### config.mk
export PLATFORM = sky130hd
export DESIGN_NAME = mmio_fabric_flat
export DESIGN_NICKNAME = d
export VERILOG_FILES = /design/src/rtl/mmio_fabric_if.sv /design/src/rtl/mmio_fabric.sv /design/src/flat_wrapper.sv
export SDC_FILE = /design/constraint.sdc
export NUM_CORES = 1
export LEC_CHECK = 0
export ABC_AREA = 1
export ABC_CLOCK_PERIOD_IN_PS = 1570
export BUFFER_PORTS_ARGS = -buffer_cell sky130_fd_sc_hd__buf_2
export CAP_MARGIN = 10
export CORE_MARGIN = 5
export CORE_UTILIZATION = 29
export CTS_CLUSTER_SIZE = 25
export DETAILED_ROUTE_END_ITERATION = 8
export RECOVER_POWER = 50
export SETUP_SLACK_MARGIN = 0.3
export SLEW_MARGIN = 25
export SYNTH_ARGS = -nofsm -noshare
export SYNTH_HDL_FRONTEND = slang
export SYNTH_SLANG_ARGS = --single-unit
### constraint.sdc
create_clock -name clk -period 1.57 [get_ports clk]
set_clock_uncertainty 0.05 [all_clocks]
set_input_delay 0.2355 -clock clk [delete_from_list [all_inputs] [get_ports clk]]
set_output_delay 0.2355 -clock clk [all_outputs]
set_load 0.1 [all_outputs]
### src/rtl/mmio_fabric_if.sv
// CPU-side and peripheral-side bus signals of the MMIO fabric.
// The slave modport is the fabric's view; master is the environment driving it.
interface mmio_fabric_if #(
    parameter int unsigned NUM_SLAVES = 7
);
    logic                         m_req;
    logic [31:0]                  m_addr;
    logic [31:0]                  m_wdata;
    logic [3:0]                   m_wstrb;
    logic                         m_ready;
    logic [31:0]                  m_rdata;
    logic                         m_err;
    logic [NUM_SLAVES-1:0]        s_req;
    logic [31:0]                  s_addr;
    logic [31:0]                  s_wdata;
    logic [3:0]                   s_wstrb;
    logic [NUM_SLAVES-1:0]        s_ready;
    logic [32*NUM_SLAVES-1:0]     s_rdata;

    modport slave (
        input  m_req, m_addr, m_wdata, m_wstrb, s_ready, s_rdata,
        output m_ready, m_rdata, m_err, s_req, s_addr, s_wdata, s_wstrb
    );

    modport master (
        output m_req, m_addr, m_wdata, m_wstrb, s_ready, s_rdata,
        input  m_ready, m_rdata, m_err, s_req, s_addr, s_wdata, s_wstrb
    );
endinterface

### src/rtl/mmio_fabric.sv
// Registered request/ready interconnect from the CPU data port to NUM_SLAVES regions,
// with per-slave wait states, a bus timeout and sticky error status.
module mmio_fabric #(
    parameter int unsigned NUM_SLAVES = 7,
    parameter int unsigned SEL_BITS   = 3,
    parameter int unsigned TIMEOUT    = 15
) (
    input  logic         clk,
    input  logic         rst,
    mmio_fabric_if.slave bus,
    output logic [7:0]   err_count,
    output logic [31:0]  err_addr
);

    typedef enum logic [1:0] {StIdle, StWait, StResp} state_e;

    state_e                r_state;
    logic [NUM_SLAVES-1:0] r_s_req;
    logic [7:0]            r_cnt;
    logic                  r_m_ready;
    logic                  r_m_err;
    logic [31:0]           r_m_rdata;
    logic [31:0]           r_s_addr;
    logic [31:0]           r_s_wdata;
    logic [3:0]            r_s_wstrb;
    logic [7:0]            r_err_count;
    logic [31:0]           r_err_addr;

    logic [SEL_BITS-1:0]   w_sel;
    logic                  w_mapped;
    logic [NUM_SLAVES-1:0] w_onehot;
    logic                  w_ready;
    logic [31:0]           w_rdata;

    assign w_sel    = bus.m_addr[31 -: SEL_BITS];
    assign w_mapped = 32'(w_sel) < NUM_SLAVES;
    // r_s_req is one-hot while waiting, so it doubles as the slave select.
    assign w_ready  = |(bus.s_ready & r_s_req);

    always_comb begin
        w_onehot = '0;
        w_rdata  = '0;
        for (int unsigned i = 0; i < NUM_SLAVES; i++) begin
            w_onehot[i] = (32'(w_sel) == 32'(i));
            if (r_s_req[i]) begin
                w_rdata = bus.s_rdata[32*i +: 32];
            end
        end
    end

    always_ff @(posedge clk) begin
        if (rst) begin
            r_state     <= StIdle;
            r_s_req     <= '0;
            r_cnt       <= '0;
            r_m_ready   <= 1'b0;
            r_m_err     <= 1'b0;
            r_m_rdata   <= '0;
            r_s_addr    <= '0;
            r_s_wdata   <= '0;
            r_s_wstrb   <= '0;
            r_err_count <= '0;
            r_err_addr  <= '0;
        end else begin
            unique case (r_state)
                StIdle: begin
                    if (bus.m_req) begin
                        r_s_addr  <= bus.m_addr;
                        r_s_wdata <= bus.m_wdata;
                        r_s_wstrb <= bus.m_wstrb;
                        if (w_mapped) begin
                            r_s_req <= w_onehot;
                            r_cnt   <= '0;
                            r_state <= StWait;
                        end else begin
                            r_m_ready  <= 1'b1;
                            r_m_err    <= 1'b1;
                            r_m_rdata  <= '0;
                            r_err_addr <= bus.m_addr;
                            if (r_err_count != 8'hFF) r_err_count <= r_err_count + 8'd1;
                            r_state    <= StResp;
                        end
                    end
                end
                StWait: begin
                    // A ready arriving on the last allowed cycle still completes cleanly.
                    if (w_ready) begin
                        r_s_req   <= '0;
                        r_m_ready <= 1'b1;
                        r_m_err   <= 1'b0;
                        r_m_rdata <= (r_s_wstrb != 4'h0) ? 32'h0 : w_rdata;
                        r_state   <= StResp;
                    end else if (r_cnt == 8'(TIMEOUT - 1)) begin
                        r_s_req    <= '0;
                        r_m_ready  <= 1'b1;
                        r_m_err    <= 1'b1;
                        r_m_rdata  <= '0;
                        r_err_addr <= r_s_addr;
                        if (r_err_count != 8'hFF) r_err_count <= r_err_count + 8'd1;
                        r_state    <= StResp;
                    end else begin
                        r_cnt <= r_cnt + 8'd1;
                    end
                end
                StResp: begin
                    r_m_ready <= 1'b0;
                    r_m_err   <= 1'b0;
                    r_m_rdata <= '0;
                    r_state   <= StIdle;
                end
                default: r_state <= StIdle;
            endcase
        end
    end

    assign bus.m_ready = r_m_ready;
    assign bus.m_err   = r_m_err;
    assign bus.m_rdata = r_m_rdata;
    assign bus.s_req   = r_s_req;
    assign bus.s_addr  = r_s_addr;
    assign bus.s_wdata = r_s_wdata;
    assign bus.s_wstrb = r_s_wstrb;
    assign err_count   = r_err_count;
    assign err_addr    = r_err_addr;

endmodule

### src/flat_wrapper.sv
// flat-port wrapper written by rule: the top's interface ports become plain ports
module mmio_fabric_flat 
#(
    parameter int unsigned NUM_SLAVES = 7,
    parameter int unsigned SEL_BITS   = 3,
    parameter int unsigned TIMEOUT    = 15
)
  (clk, rst, err_count, err_addr, bus_m_req, bus_m_addr, bus_m_wdata, bus_m_wstrb, bus_s_ready, bus_s_rdata, bus_m_ready, bus_m_rdata, bus_m_err, bus_s_req, bus_s_addr, bus_s_wdata, bus_s_wstrb);
  mmio_fabric_if #(.NUM_SLAVES(NUM_SLAVES)) bus_i ();
  input  logic clk;
  input  logic rst;
  output logic [7:0] err_count;
  output logic [31:0] err_addr;
  input wire logic [$bits(bus_i.m_req)-1:0] bus_m_req;
  input wire logic [$bits(bus_i.m_addr)-1:0] bus_m_addr;
  input wire logic [$bits(bus_i.m_wdata)-1:0] bus_m_wdata;
  input wire logic [$bits(bus_i.m_wstrb)-1:0] bus_m_wstrb;
  input wire logic [$bits(bus_i.s_ready)-1:0] bus_s_ready;
  input wire logic [$bits(bus_i.s_rdata)-1:0] bus_s_rdata;
  output wire logic [$bits(bus_i.m_ready)-1:0] bus_m_ready;
  output wire logic [$bits(bus_i.m_rdata)-1:0] bus_m_rdata;
  output wire logic [$bits(bus_i.m_err)-1:0] bus_m_err;
  output wire logic [$bits(bus_i.s_req)-1:0] bus_s_req;
  output wire logic [$bits(bus_i.s_addr)-1:0] bus_s_addr;
  output wire logic [$bits(bus_i.s_wdata)-1:0] bus_s_wdata;
  output wire logic [$bits(bus_i.s_wstrb)-1:0] bus_s_wstrb;
  assign bus_i.m_req = bus_m_req;
  assign bus_i.m_addr = bus_m_addr;
  assign bus_i.m_wdata = bus_m_wdata;
  assign bus_i.m_wstrb = bus_m_wstrb;
  assign bus_i.s_ready = bus_s_ready;
  assign bus_i.s_rdata = bus_s_rdata;
  assign bus_m_ready = bus_i.m_ready;
  assign bus_m_rdata = bus_i.m_rdata;
  assign bus_m_err = bus_i.m_err;
  assign bus_s_req = bus_i.s_req;
  assign bus_s_addr = bus_i.s_addr;
  assign bus_s_wdata = bus_i.s_wdata;
  assign bus_s_wstrb = bus_i.s_wstrb;
  mmio_fabric #(.NUM_SLAVES(NUM_SLAVES), .SEL_BITS(SEL_BITS), .TIMEOUT(TIMEOUT)) u_core (.clk(clk), .rst(rst), .bus(bus_i), .err_count(err_count), .err_addr(err_addr));
endmodule
======== Word-level counts from Yosys, hierarchy flattened ========
Index checks and enable logic that the tools add are counted.
storage, ports and cells
  bits in registers ....................... 159
  input port bits ......................... 302
  output and inout bits ................... 149
  logic and storage cells ................. 90
operators by class
  add/subtract/negate cells ............... 2
  $lt $le $gt $ge ......................... 1
  equality and inequality tests ........... 17
  multiplexer cells ....................... 46
  bitwise operators ....................... 1
  reduce and logical (&&, ||, !) cells .... 12
operator list
  kind                                                   number
  2-to-1 mux 32 bit                                      16
  one-hot mux 32 bit (3 select lines)                    1
  2-to-1 mux 8 bit                                       9
  one-hot mux 32 bit (2 select lines)                    1
  one-hot mux 8 bit (2 select lines)                     2
  2-to-1 mux 7 bit                                       4
  adder 8 x 1 -> 8 bit, second input constant            2
  one-hot mux 7 bit (2 select lines)                     1
  AND reduction 5 bit                                    2
  equality test 3 bit, second input constant             3
  equality test 8 x 4 -> 1 bit, second input constant    1
  2-to-1 mux 2 bit                                       4
  inequality test 2 bit, second input constant           4
  inequality test 8 bit, second input constant           1
  AND reduction 4 bit                                    2
  AND 7 bit                                              1
  OR reduction 7 bit                                     1
  equality test 3 x 2 -> 1 bit, second input constant    2
  one-hot mux 1 bit (3 select lines)                     2
  2-to-1 mux 1 bit                                       5
  inequality test 2 x 1 -> 1 bit, second input constant  2
  one-hot mux 2 bit (2 select lines)                     1
  AND reduction 2 bit                                    2
  nonzero test 4 bit                                     1
  other kinds (9)                                        9

======== Depth between registers and ports, before layout ========
Gate-level depths: netlist of run 1.
  depth in word-level cells ............... 10
  mapped depth ............................ 12
  depth with buffers taken out ............ 10

======== Least setup slack after synthesis of run 1 ========
No wires, ideal clock.
  kind .................................... reg2reg
  start point ............................. reg u_core.r_err_count[1] (netlist: u_core.err_count[1])
  end point ............................... reg u_core.r_err_count[2] (netlist: u_core.err_count[2])
  setup time .............................. 70 ps
  arrival ................................. 2,182 ps
  required time ........................... 1,450 ps
  path slack .............................. -732 ps
  stages on the path, launching flop included .. 8
  buffers on the path ..................... 0
  period minus slack after synthesis ...... 2,302 ps
  cells stage by stage .................... dfxtp_1 ha_1 nand2_1 nor2_1 nand3_2 nand4_2 nand2_1 a21oi_1
between the ends
  longest elaborated chain between the ends .. 5
  elaborated cells on any way between the ends .. 8
  those cells by class .................... add/sub: 1; eq/ne: 1; mux: 6
RTL lines
  item                                                                  RTL line                              text
  start, declared                                                       mmio_fabric.sv:26                     logic [7:0] r_err_count;
  start signal, assigned                                                mmio_fabric.sv:80                     if (r_err_count != 8'hFF) r_err_count <= r_err_count + 8'd1;
  start signal, assigned                                                mmio_fabric.sv:99                     if (r_err_count != 8'hFF) r_err_count <= r_err_count + 8'd1;
  adder 8 x 1 -> 8 bit / inequality test 8 bit (equally long branches)  mmio_fabric.sv:80, mmio_fabric.sv:99
  2-to-1 mux 8 bit *                                                    mmio_fabric.sv:80, mmio_fabric.sv:99
  2-to-1 mux 8 bit (on tied branches)                                   mmio_fabric.sv:93, mmio_fabric.sv:71
  2-to-1 mux 8 bit (on tied branches)                                   mmio_fabric.sv:87, mmio_fabric.sv:67
  one-hot mux 8 bit (2 select lines) *                                  mmio_fabric.sv:65                     unique case (r_state)
Mark *: on every way between the ends. The rest lies on a longest branch, timed or not. The select of a mux whose other input is x is not followed.
A chain may end at the register's enable or synchronous reset.

======== Worst setup path after layout of run 1 ========
  start point ............................. reg u_core.r_s_req[2] (netlist: u_core.bus.s_req[2])
  end point ............................... reg u_core.r_err_addr[18] (netlist: u_core.err_addr[18])
between the ends
  longest elaborated chain between the ends .. 4
RTL lines
  item                                    RTL line           text
  start, declared                         mmio_fabric.sv:18  logic [NUM_SLAVES-1:0] r_s_req;
  start signal, assigned                  mmio_fabric.sv:72  r_s_req <= w_onehot;
  AND 7 bit                               mmio_fabric.sv:38  assign w_ready = |(bus.s_ready & r_s_req);
  OR reduction 7 bit                      mmio_fabric.sv:38
  inequality test 2 bit (no source line)  n/a
  AND reduction 5 bit (no source line)    n/a
  end signal, assigned                    mmio_fabric.sv:79  r_err_addr <= bus.m_addr;
  end signal, assigned                    mmio_fabric.sv:98  r_err_addr <= r_s_addr;
  end, declared                           mmio_fabric.sv:27  logic [31:0] r_err_addr;
Every way passes these cells.

==> flow_summary_export.csv, run 1 <==
group,metric,value,unit
clock_tree,numCtsBuffers,17,
timing,totalNegativeSetupSlack,-0.220,ns
timing,tightest_slew,0.526,ns
yosys,syn_avg_cell_area,6.23,um2
yosys,synth_edf_count,0,
floorplan,placeableCoreArea,0.0298,mm2
yosys,synth_top_area_share,36.2,%
worst_setup_path,cp-start-kind,"flip-flop",
power,vdd_drop_max,0.00103,V
drt,routedWlPerCell,19.2,um
yosys,synth_area_leader_cell,"dfxtp_1",
timing,slew_headroom,65.2,%
drt,drt_wl_total,45300,um
power,p_clk_share,21.0,%
worst_setup_path,crit_path_max_fanout,8,
power,swShare,46.6,%
cells_and_area,post-route-cell-area,0.0155,mm2
timing,fin_crit_sh,104,%
power,powerDensity,1160,mW/mm2
power,p_leak,7.40,nW
power,power_frac_seq,26.7,%
global_routing,grt_first_pass_wirelength,61400,um
timing,finalMaxSlewViolations,0,
power,comb_power_share,52.3,%
placed_design,io_buffers,450,
floorplan,io_pins,451,
drt,vias,11600,
timing,worst_slack,-0.0676,ns
floorplan,dieArea,0.0339,mm2
cells_and_area,fillers,2855,
worst_setup_path,cp.arrival,1.95,ns
worst_setup_path,path_class,"flip-flop to flip-flop",
yosys,netlist_area,0.00879,mm2
worst_setup_path,endpoint_kind,"flip-flop",
global_routing,grt_pass1_vias,10900,
floorplan,fp-row-count,63,
status,violations,"negative setup slack",
power,intPower,9.61,mW
worst_setup_path,max_stage_delay,0.36,ns
floorplan,start_util,29.5,%
clock_tree,cts.sinks,159,
cells_and_area,drive_above_1_share,51.1,%
timing,rsz0062_at_grt,"true",
timing,setup_viol_count_final,10,
yosys,yosys.cell_types.count,31,
clock_tree,clk_pin_slew,0.06,ns
cells_and_area,area_growth,76.4,%
placed_design,placed_area,0.0120,mm2
worst_setup_path,cpMaxStageDelayCell,"dfxtp_4",
yosys,synthFlopType,"dfxtp_1",
drt,viasPerCell,4.91,
worst_setup_path,crit_family,"buffers and inverters",
timing,fmax,611,MHz
floorplan,die_w,184,um
cells_and_area,regArea,0.00341,mm2
yosys,netlist_instances,1411,
drt,drt_iter0_markers,693,
yosys,ys_warn_count,0,
clock_tree,clk_path_buf_depth,2,
timing,hold_ws,0.0191,ns
clock_tree,htreeDepth,4,
global_routing,grt_max_degree,56,
power,switching_power,8.37,mW
timing,finalCriticalPeriod,1.64,ns
run,maxCapViolCount,0,
placed_design,dpl.hpwl,30400,um
yosys,syn_nets,1716,
global_routing,antenna_found_initial,8,
placed_design,place_congestion,0.915,
timing,hold_violations,0,
cells_and_area,fin_nets,2262,
floorplan,die_h,184,um
drt,ant_nets,0,
drt,dr.pass1.iters,6,
hold_path,hp-class,"primary input to flip-flop",
worst_setup_path,cp.buffers_inverters,4,
cells_and_area,multi_input_area,0.00581,mm2
drt,drc,0,
clock_tree,clk_latency,0.44,ns
clock_tree,cts_tree,"done",
worst_setup_path,worstPathCellList,"nand2_1 -> inv_2 -> nor2_4 -> nand2_4 -> o21ai_4 -> buf_4 -> buf_12 -> buf_16 -> nand3_1 -> a21oi_2",
yosys,synthTopCellsByArea,"dfxtp_1 36%, nand2_1 16%, nor2_1 11%",
clock_tree,ctsRootBufferMaster,"clkbuf_16",
global_routing,grt.total_usage,23.4,%
status,status,"finished with violations",
yosys,synth_seq_area_share,36.2,%
worst_setup_path,required,1.88,ns
global_routing,grt-ovfl-total,0,
yosys,synthArstFlopShare,0,%
yosys,synth-seq-cells,159,
## flip-flops by register name, summed over array words and instances, names as in the netlist
name                cells
u_core.err_count        8
u_core.err_addr        32
u_core.bus.m_rdata     32
u_core.r_cnt            8
u_core.bus.m_err        1
u_core.bus.s_wstrb      4
u_core.bus.m_ready      1
u_core.bus.s_wdata     32
u_core.bus.s_addr      32
u_core.r_state          2
u_core.bus.s_req        7
## layout by cell type (no fill, tap or decap), types with 51 or more instances in the layout
cell	Yosys	routed
nand2_2	6	88
nand3_1	116	57
buf_2	24	384
a21oi_1	165	137
nor2_1	268	256
nand2_1	375	286
dlygate4sd3_1	0	51
buf_4	2	63
nand3_2	12	68
dfxtp_2	0	89
inv_1	64	57
## stage by stage
stage,total power [mW],instances,util [%],setup slack (ns)
detailed placement,12.2,2207,40.2,-0.0687
floorplan,10.0,1411,-,-0.0572
global placement,12.2,2207,40.2,-0.0288
CTS,16.7,2310,46.3,0.00885
finish,18.0,2359,52.0,-0.0676
global route,18.8,2359,52.0,-0.133
## per-layer routing
layer / share of wire, % / up-vias / track usage (%)
li1: - / 5638 / -
met1: 36 / 5257 / 25.4
met2: 50 / 559 / 41.0
met3: 10 / 104 / 8.35
met4: 4.2 / 14 / 10.2
met5: 0.20 / - / 0
## path summary, 6_finish.rpt
kind	startpoint	endpoint	slack (ns)	cells past startpoint
min reg2reg	u_core.bus.s_addr[2]$_SDFFE_PP0P_	u_core.bus.s_addr[2]$_SDFFE_PP0P_	0.41	2
max	u_core.bus.s_req[2]$_SDFFE_PP0P_	u_core.err_addr[18]$_SDFFE_PP0P_	-0.07	10
min	bus_m_addr[20]	u_core.bus.s_addr[20]$_SDFFE_PP0P_	0.02	3
max reg2reg	u_core.bus.s_req[2]$_SDFFE_PP0P_	u_core.err_addr[18]$_SDFFE_PP0P_	-0.07	10
## cell type report
cell class	instances	area share, %
Multi-Input combinational cell	1081	37.5
Timing Repair Buffer	627	32.2
Sequential cell	159	22.0
Tap cell	390	3.15
Clock buffer	19	2.86
Inverter	71	1.84
Clock inverter	11	0.436
Antenna cell	1	0.0161
## kinds of logic (layout without fill, tap and decap cells)
group	Yosys count	count (layout)	synth area share (%)
xor+xnor	9	9	0.897
fa+ha+maj	3	3	0.427
flops	159	159	36.2
buf+inv	172	728	8.63
compound gates	269	269	15.9
other cells	0	1	0
simple gates	799	800	37.9
## cell usage after synthesis, types with 7 or more instances
| cell type | number |
|---|---|
| inv_1 | 64 |
| nand4_1 | 8 |
| inv_2 | 7 |
| buf_6 | 10 |
| a21oi_2 | 10 |
| nor2_1 | 268 |
| dfxtp_1 | 159 |
| xor2_1 | 7 |
| nand3_1 | 116 |
| o21ai_0 | 85 |
| nand2_1 | 375 |
| buf_2 | 24 |
| a21oi_1 | 165 |
| nand3_2 | 12 |
| clkbuf_1 | 59 |
## power by group through the flow
stage                     Clock, mW  Sequential [mW]  Combinational, mW
after detailed placement          0             4.80               7.40
after global routing           4.05             4.85               9.94
final                          3.78             4.81               9.39
after CTS                      3.87             4.75               8.03
after global placement            0             4.78               7.37
after floorplan                   0             7.40               2.63
## tightest hold or removal path: cells and delay by family
family        cells  cell delay, ns
buf+inv           1            0.12
simple gates      2            0.11
## what timing repair did
action,in CTS,in global routing
resized for setup,133,515
pin swaps,7,80
setup endpoints to repair,306,308
hold buffers,51,0
gates cloned,7,17
buffers inserted,15,31
hold endpoints to repair,51,0
(Power assumes the default switching activity.)
==> run 2, diff against run 1 <==
SETUP_SLACK_MARGIN = 0.5   (was 0.3)
SKIP_CTS_REPAIR_TIMING = 1   (was not set)
==> run 2 against run 1 <==
Effect of this change:
- the run ends with negative hold slack, negative setup slack left
- sequential power shrank 1%
- hold slack lost 0.048 ns
- sequential share of layout area grew 2.0 points
==> flow_summary_export.csv, run 2 (same netlist as run 1, synthesis figures left out) <==
group,metric,value,unit
status,status,"finished with violations",
status,violations,"negative hold slack, negative setup slack",
timing,finalMaxSlewViolations,0,
timing,setup_viol_count_final,5,
global_routing,grt_first_pass_wirelength,57900,um
worst_setup_path,cp.arrival,1.89,ns
floorplan,die_h,184,um
timing,tightest_slew,0.517,ns
worst_setup_path,crit_path_max_fanout,9,
global_routing,grt-ovfl-total,0,
cells_and_area,fillers,3019,
timing,hold_ws,-0.0289,ns
timing,fmax,632,MHz
drt,routedWlPerCell,18.1,um
cells_and_area,area_growth,64.4,%
power,powerDensity,1200,mW/mm2
timing,rsz0062_at_grt,"true",
clock_tree,numCtsBuffers,17,
clock_tree,cts_tree,"done",
clock_tree,clk_path_buf_depth,2,
worst_setup_path,endpoint_kind,"flip-flop",
drt,dr.pass1.iters,7,
worst_setup_path,cpMaxStageDelayCell,"dfxtp_2",
clock_tree,ctsRootBufferMaster,"clkbuf_16",
placed_design,io_buffers,450,
timing,finalCriticalPeriod,1.58,ns
floorplan,fp-row-count,63,
floorplan,placeableCoreArea,0.0298,mm2
drt,drc,0,
worst_setup_path,cp.buffers_inverters,2,
cells_and_area,final_common_cell,"buf_2",
run,maxCapViolCount,0,
clock_tree,clk_latency,0.43,ns
placed_design,dpl.hpwl,29700,um
global_routing,grt_pass1_vias,10400,
worst_setup_path,required,1.87,ns
floorplan,io_pins,451,
timing,slew_headroom,65.8,%
clock_tree,htreeDepth,4,
floorplan,start_util,29.5,%
timing,totalNegativeSetupSlack,-0.0316,ns
timing,worst_slack,-0.0130,ns
floorplan,dieArea,0.0339,mm2
drt,viasPerCell,4.86,
drt,ant_nets,0,
global_routing,grt_max_degree,83,
global_routing,antenna_found_initial,7,
cells_and_area,fin_nets,2225,
global_routing,grt.total_usage,21.8,%
worst_setup_path,max_stage_delay,0.38,ns
timing,hold_violations,5,
cells_and_area,layout_common_cells,"366 x buf_2, 340 x nand2_1, 250 x nor2_1, 122 x a21oi_1, 111 x dfxtp_2",
drt,vias,11300,
cells_and_area,multi_input_area,0.00540,mm2
cells_and_area,regArea,0.00347,mm2
worst_setup_path,path_class,"flip-flop to flip-flop",
placed_design,place_congestion,0.938,
worst_setup_path,crit_family,"simple AND/OR/NAND/NOR gates",
clock_tree,cts.sinks,159,
power,p_leak,6.92,nW
timing,fin_crit_sh,101,%
power,vdd_drop_max,0.000871,V
hold_path,hp-class,"primary input to flip-flop",
worst_setup_path,path_common_cell,"nand2_2",
clock_tree,clk_pin_slew,0.07,ns
floorplan,die_w,184,um
drt,drt_wl_total,42100,um
drt,drt_iter0_markers,582,
worst_setup_path,cp-start-kind,"flip-flop",
worst_setup_path,rrSetupSlack,-0.01,ns
cells_and_area,drive_above_1_share,47.4,%
worst_setup_path,worstPathCellList,"nor2_4 -> nand2_2 -> nand2_2 -> nor2_4 -> buf_4 -> buf_12 -> nand4_4 -> nand2_2 -> nand2_1 -> nor2_1",
run 2: cell types whose count changed in the layout (fill, tap and decap cells not counted), moves of 19 or more:
| cell | delta |
|---|---|
| nand2_1 | +54 |
| nand2_2 | -52 |
| nand3_2 | -44 |
| nand3_1 | +41 |
| clkbuf_4 | +38 |
| dfxtp_1 | -29 |
| o21ai_2 | -29 |
| o21ai_1 | +23 |
| dfxtp_2 | +22 |
| dlygate4sd3_1 | -20 |
| buf_12 | -19 |
run 2: stage by stage:
step | setup slack, ns | total power [mW] | std cells | cell area [um2] | util [%]
finish | -0.0130 | 17.4 | 2327 | 14500 | 48.5
global route | -0.0936 | 18.2 | 2325 | 14400 | 48.5
CTS | -0.0403 | 16.5 | 2242 | 12800 | 42.9
detailed placement | -0.00707 | 12.4 | 2210 | 12200 | 41.0
global placement | 0.00897 | 12.3 | 2210 | 12200 | 41.0
floorplan | -0.0564 | 10.2 | 1411 | 9260 | -
run 2: where the power goes:
group	switching [mW]	internal, mW
Sequential	0.275	4.48
Combinational	5.95	2.54
Clock	1.87	2.26
run 2: cell type report:
cell class / count / share of cell area (%)
Multi-Input combinational cell: 1081 / 37.4
Timing Repair Buffer: 590 / 29.3
Sequential cell: 159 / 24.0
Tap cell: 390 / 3.38
Clock buffer: 19 / 3.07
Inverter: 71 / 1.93
Clock inverter: 13 / 0.857
Antenna cell: 4 / 0.0693
run 2: per-layer routing:
layer	vias up	global-route usage, %	share of wire, %
li1	5567	-	-
met1	5154	24.4	37
met2	497	37.8	49
met3	84	7.24	9.6
met4	8	9.17	4.1
met5	-	0	0.13
run 2: worst paths after layout:
kind | endpoint | from | depth (start not counted)
max | u_core.err_count[0]$_SDFFE_PP0P_ | u_core.r_state[0]$_SDFFE_PP0P_ | 10
max reg2reg | u_core.err_count[0]$_SDFFE_PP0P_ | u_core.r_state[0]$_SDFFE_PP0P_ | 10
min | u_core.bus.s_wdata[2]$_SDFFE_PP0P_ | bus_m_wdata[2] | 3
min reg2reg | u_core.bus.m_rdata[27]$_SDFFE_PP0P_ | u_core.bus.m_rdata[27]$_SDFFE_PP0P_ | 2
run 2: worst reg2reg max path, delay by kind of cell, from the launching register on:
family / cells / cell delay (ns)
AND/OR/NAND/NOR: 8 / 0.82
buffers and inverters: 2 / 0.26
flip-flops: 1 / 0.38
